===== src/rtl/uart_in_pkg.sv =====
// Shared types and constants for the UART input responder.
package uart_in_pkg;

    typedef enum logic [0:0] {
        StHold,
        StRun
    } state_e;

    localparam logic [7:0] EmptyChDefault = 8'hff;

endpackage


===== src/rtl/uart_in_fifo.sv =====
// Byte FIFO for the UART input responder: storage, wrap-around pointers and occupancy.
// Pointers carry one extra bit so a full FIFO is distinguishable from an empty one.
module uart_in_fifo #(
    parameter int unsigned Depth = 16
) (
    input  logic                   clk_i,
    input  logic                   rst_ni,
    input  logic                   push_i,
    input  logic [7:0]             wdata_i,
    input  logic                   pop_i,
    input  logic                   flush_i,
    output logic [7:0]             rdata_o,
    output logic [$clog2(Depth):0] level_o
);

    localparam int unsigned AddrW = $clog2(Depth);
    localparam int unsigned PtrW  = AddrW + 1;

    logic [7:0]      mem_q [Depth];
    logic [PtrW-1:0] wptr_q, wptr_d;
    logic [PtrW-1:0] rptr_q, rptr_d;

    always_comb begin
        wptr_d = wptr_q;
        rptr_d = rptr_q;
        if (flush_i) begin
            wptr_d = '0;
            rptr_d = '0;
        end else begin
            if (push_i) wptr_d = wptr_q + PtrW'(1);
            if (pop_i)  rptr_d = rptr_q + PtrW'(1);
        end
    end

    always_ff @(posedge clk_i or negedge rst_ni) begin
        if (!rst_ni) begin
            wptr_q <= '0;
            rptr_q <= '0;
        end else begin
            wptr_q <= wptr_d;
            rptr_q <= rptr_d;
        end
    end

    // Storage is deliberately left without reset.
    always_ff @(posedge clk_i) begin
        if (push_i && !flush_i) mem_q[wptr_q[AddrW-1:0]] <= wdata_i;
    end

    assign rdata_o = mem_q[rptr_q[AddrW-1:0]];
    assign level_o = wptr_q - rptr_q;

endmodule


===== src/rtl/uart_in_responder.sv =====
// Buffers host bytes and answers DUT UART read requests after a post-reset holdoff.
// Optional delivered/underflow statistics are enabled with `define UART_IN_STATS_EN.
module uart_in_responder
    import uart_in_pkg::*;
#(
    parameter int unsigned DEPTH    = 16,
    parameter int unsigned HOLDOFF  = 64,
    parameter logic [7:0]  EMPTY_CH = EmptyChDefault
) (
    input  logic                   clock,
    input  logic                   reset_n,
    input  logic                   in_valid,
    output logic                   in_ready,
    input  logic [7:0]             in_data,
    input  logic                   flush,
    input  logic                   uart_in_valid,
    output logic [7:0]             uart_in_ch,
    output logic [$clog2(DEPTH):0] level
`ifdef UART_IN_STATS_EN
    ,
    output logic [31:0]            delivered_cnt,
    output logic [31:0]            underflow_cnt
`endif
);

    localparam int unsigned LvlW = $clog2(DEPTH) + 1;
    localparam int unsigned CntW = (HOLDOFF > 1) ? $clog2(HOLDOFF) : 1;

    state_e          state_q, state_d;
    logic [CntW-1:0] cnt_q, cnt_d;
    logic            avail;
    logic            push;
    logic            pop;
    logic [7:0]      head;

    always_comb begin
        state_d = state_q;
        cnt_d   = cnt_q;
        if (state_q == StHold) begin
            if (cnt_q == CntW'(HOLDOFF - 1)) state_d = StRun;
            else                             cnt_d   = cnt_q + CntW'(1);
        end
    end

    always_ff @(posedge clock or negedge reset_n) begin
        if (!reset_n) begin
            state_q <= StHold;
            cnt_q   <= '0;
        end else begin
            state_q <= state_d;
            cnt_q   <= cnt_d;
        end
    end

    assign avail      = (state_q == StRun) && (level != '0);
    assign in_ready   = (level != LvlW'(DEPTH));
    assign push       = in_valid && in_ready;
    assign pop        = uart_in_valid && avail;
    assign uart_in_ch = avail ? head : EMPTY_CH;

    uart_in_fifo #(
        .Depth (DEPTH)
    ) u_fifo (
        .clk_i   (clock),
        .rst_ni  (reset_n),
        .push_i  (push),
        .wdata_i (in_data),
        .pop_i   (pop),
        .flush_i (flush),
        .rdata_o (head),
        .level_o (level)
    );

`ifdef UART_IN_STATS_EN
    logic [31:0] delivered_q, delivered_d;
    logic [31:0] underflow_q, underflow_d;

    // A pop cancelled by flush delivers nothing, so it is not counted.
    always_comb begin
        delivered_d = delivered_q;
        underflow_d = underflow_q;
        if (pop && !flush && delivered_q != '1)          delivered_d = delivered_q + 32'd1;
        if (uart_in_valid && !avail && underflow_q != '1) underflow_d = underflow_q + 32'd1;
    end

    always_ff @(posedge clock or negedge reset_n) begin
        if (!reset_n) begin
            delivered_q <= '0;
            underflow_q <= '0;
        end else begin
            delivered_q <= delivered_d;
            underflow_q <= underflow_d;
        end
    end

    assign delivered_cnt = delivered_q;
    assign underflow_cnt = underflow_q;
`endif

endmodule


===== config.mk =====
export PLATFORM = sky130hd
export DESIGN_NAME = uart_in_responder
export DESIGN_NICKNAME = d
export VERILOG_FILES = /design/src/rtl/uart_in_pkg.sv /design/src/rtl/uart_in_fifo.sv /design/src/rtl/uart_in_responder.sv
export SDC_FILE = /design/constraint.sdc
export NUM_CORES = 1
export LEC_CHECK = 0
export ABC_AREA = 1
export CAP_MARGIN = 20
export CORE_MARGIN = 4
export CORE_UTILIZATION = 35
export CTS_CLUSTER_DIAMETER = 40
export DETAILED_ROUTE_END_ITERATION = 16
export PLACE_DENSITY = 0.49
export SYNTH_ARGS = -nofsm -noshare
export SYNTH_HDL_FRONTEND = slang
export SYNTH_SLANG_ARGS = --single-unit

===== constraint.sdc =====
create_clock -name clock -period 3.3 [get_ports clock]
set_input_delay 0.495 -clock clock [delete_from_list [all_inputs] [get_ports clock]]
set_output_delay 0.495 -clock clock [all_outputs]
set_load 0.02 [all_outputs]

==> summary.md <==
| Metric | Value |
|---|---|
| P_leak | 0.002677 uW |
| Setup_tns | 0 ns |
| GP Congestion | 0.7825 |
| I/O pin cnt | 27 |
| WL/cell | 17.68 um |
| Max-slew violation count | 0 |
| Synth-to-layout area growth | 19.94% |
| Via count | 4172 |
| Critical path fanouts, max | 7 |
| Warnings from Yosys | 0 |
| DIE HEIGHT | 142.2 um |
| Synthesized-area fraction occupied by xor and xnor cells | 0.01389 |
| Antenna Cells | 0 |
| Post-synthesis simple-gate area fraction | 0.1482 |
| Crit end category | output pin |
| Hold Path Class | reg2reg |
| Highest Clock Rate | 320.4 MHz |
| Layout cells sized above 1 | 0.1279 |
| Avg Inst Size Synth | 11.48 um^2 |
| Crit share post-route | 0.9457 |
| Gr usage total | 0.1520 |
| Initial cell density of the core | 0.3608 |
| CP max stage delay | 0.40 ns |
| Largest net degree at the start of global routing | 50 |
| First-pass GRT wire length | 22990 um |
| Seq/Total Area, Yosys | 0.6771 |
| Setup CP Type | reg2out |
| Reg-to-reg slack, setup | 0.58 ns |
| Post-Synth Adder-Cell Area | 0.02302 |
| Non-filler cells, final | 835 |
| H-tree levels | 4 |
| Multiplexer share of the synthesized area | 0.001786 |
| Initial antenna violation count | 0 |
| Root buffer cell | clkbuf_16 |
| Unique cell type count in the Yosys netlist | 31 |
| DR vias/cell | 4.996 |
| Post-DP HPWL | 9184 um |
| Placed cell count | 801 |
| Tot Pwr | 4516 uW |
| Slowest cell on the critical path | dfrtp_2 |
| CP Data Arrival Time | 2.63 ns |
| Worst Skew | 0.006550 ns |
| Largest family of logic cells by synthesized area | simple AND/OR/NAND/NOR gates |
| #FFs+latches synth | 145 |
| Peak VDD IR | 0.3308 mV |
| Minimum clock period | 3.121 ns |
| Layout Utilization | 0.4327 |
| Remaining global-route overflow | 0 |
| Power per cell area | 597.1 nW/um^2 |
| DRT iter0 DRCs | 287 |
| Commonest non-fill, non-tap cell in the layout | edfxtp_1 |
| Tightest Pin Transition | 0.8494 ns |
| Port-buffer cells | 26 |
| Compound-cell area share of the yosys netlist | 0.1012 |
| Final instance area | 7562 um^2 |
| Critical path, cell by cell | ha_1 > fa_1 > nand3b_1 > nand3_1 > nand2_2 > a31oi_4 > buf_12 > nand3_1 > dlygate4sd2_1 |
| Sink Count | 145 |
| Crit path top cell by count | nand3_1 |
| Hold Vio Cnt, Final | 0 |
| Status | complete, no violations |
| DRC violations left | 0 |
| Final nets | 621 |
| Synthesized instance count | 549 |
| CTS clk-pin slew, worst paths | 0.06 ns |
| Commonest cells after routing, fill and taps aside | edfxtp_1 (128), nor2_1 (95), nand2_1 (73) |
| Placed Instance Area | 6949 um^2 |
| Rows | 48 |
| Core Footprint | 17480 um^2 |
| Die footprint | 20230 um^2 |
| Crit path launch type | flip-flop |
| Post-synth net total | 573 |
| Die X | 142.2 um |
| Cell Area, Synth | 6305 um^2 |
| Unrepaired setup endpoints after global routing | false |
| DR pass1 iterations | 5 |
| Clock Latency Late Sink | 0.41 ns |
| Total Routed Length | 14760 um |
| Vias in the first global route | 4037 |
| Max-cap violations | 0 |
| CTS tree | yes |
| CP required | 2.80 ns |
| Final setup violation count | 0 |
| Max-Slew Margin vs Limit | 0.4319 |
| TritonCTS buffer count | 17 |
| CTS max path bufs | 2 |
| Number of antenna-violating nets in the routed design | 0 |
cells in the mapped netlist (all sizes together):
| cell | instances | area (um^2) |
|---|---|---|
| edfxtp | 128 | 3844 |
| nor2 | 106 | 430.4 |
| o21ai | 76 | 380.4 |
| nand2 | 74 | 280.3 |
| nand3 | 31 | 185.2 |
| inv | 23 | 86.33 |
| clkbuf | 18 | 67.56 |
| dfrtp | 17 | 425.4 |
| o211ai | 16 | 120.1 |
| o22ai | 14 | 87.58 |
| buf | 10 | 61.30 |
| ha | 10 | 125.1 |
| xor2 | 6 | 52.55 |
| nand4 | 5 | 31.28 |
| a21oi | 4 | 20.02 |
| xnor2 | 4 | 35.03 |
| o221ai | 2 | 17.52 |
| a31oi | 1 | 12.51 |
| clkinv | 1 | 3.750 |
| fa | 1 | 20.02 |
| mux2 | 1 | 11.26 |
| nand3b | 1 | 7.510 |
kinds of logic after synthesis:
logic type               count (synthesis)
XOR/XNOR                                10
AO/OA/AOI/OAI                          113
buffers and inverters                   52
flip-flops                             145
AND/OR/NAND/NOR                        217
multiplexers                             1
adder cells (fa/ha/maj)                 11
path summary, 6_finish.rpt:
path / from / end / cells after the start
worst max-delay path: u_fifo.rptr_q[0]$_DFFE_PN0P_ / uart_in_ch[0] / 9
worst min-delay path: cnt_q[5]$_DFFE_PN0P_ / cnt_q[5]$_DFFE_PN0P_ / 1
worst max register to register: u_fifo.rptr_q[0]$_DFFE_PN0P_ / u_fifo.mem_q[10][5]$_DFFE_PP_ / 10
worst min register to register: cnt_q[5]$_DFFE_PN0P_ / cnt_q[5]$_DFFE_PN0P_ / 1
max in group asynchronous: reset_n / u_fifo.rptr_q[0]$_DFFE_PN0P_ / 1
min in group asynchronous: reset_n / u_fifo.rptr_q[4]$_DFFE_PN0P_ / 1
per-layer routing:
metal  share of wire  up-vias  track usage
met3           0.031       17      0.03091
met2            0.49       67       0.2472
met4           0.014        0      0.05202
li1                -     2036            -
met5               0        -            0
met1            0.47     2052       0.2041
metrics by stage:
stage	hold WS, ns	worst slack [ns]
detailed placement	0.4692	0.06551
CTS	0.4821	0.09996
floorplan	0.1994	0.4261
global route	0.5122	0.07217
finish	0.4791	0.1791
global placement	0.4652	0.1235
flip-flops by register name (all words and copies together), names as in the netlist:
| name | count |
|---|---|
| u_fifo.wptr_q | 5 |
| state_q | 1 |
| cnt_q | 6 |
| u_fifo.mem_q | 128 |
| u_fifo.rptr_q | 5 |
critical path, delay by kind of cell, from the launching register on:
| family | cells | cell delay (ns) |
|---|---|---|
| buffers and inverters | 2 | 0.48 |
| adders and majority gates | 2 | 0.62 |
| and+or+nand+nor | 4 | 0.48 |
| AOI/OAI and AO/OA | 1 | 0.22 |
| DFF | 1 | 0.40 |
repair_timing:
item / in CTS / in global routing
gates resized for setup: 13 / 1
pin swaps: 1 / 0
hold buffers: 0 / 0
endpoints found under the setup margin: 8 / 1
buffers inserted: 2 / 0
power by group:
group          switching [uW]  total (uW)  internal (uW)  leakage (uW)
Sequential               8.17        2030           2020       0.00137
Clock                     736        1850           1120      0.000270
Combinational             415         630            215       0.00104
Total                    1160        4520           3360       0.00268
final cells by class:
| class | instances | area, um^2 |
|---|---|---|
| clock inverter | 12 | 132.6 |
| timing repair buffer | 57 | 523.0 |
| sequential | 145 | 4270 |
| multi-input combinational | 352 | 1826 |
| fill | 1618 | 9915 |
| tap | 225 | 281.5 |
| clock buffer | 20 | 436.7 |
| inverter | 24 | 92.59 |
(Power assumes the default switching activity.)
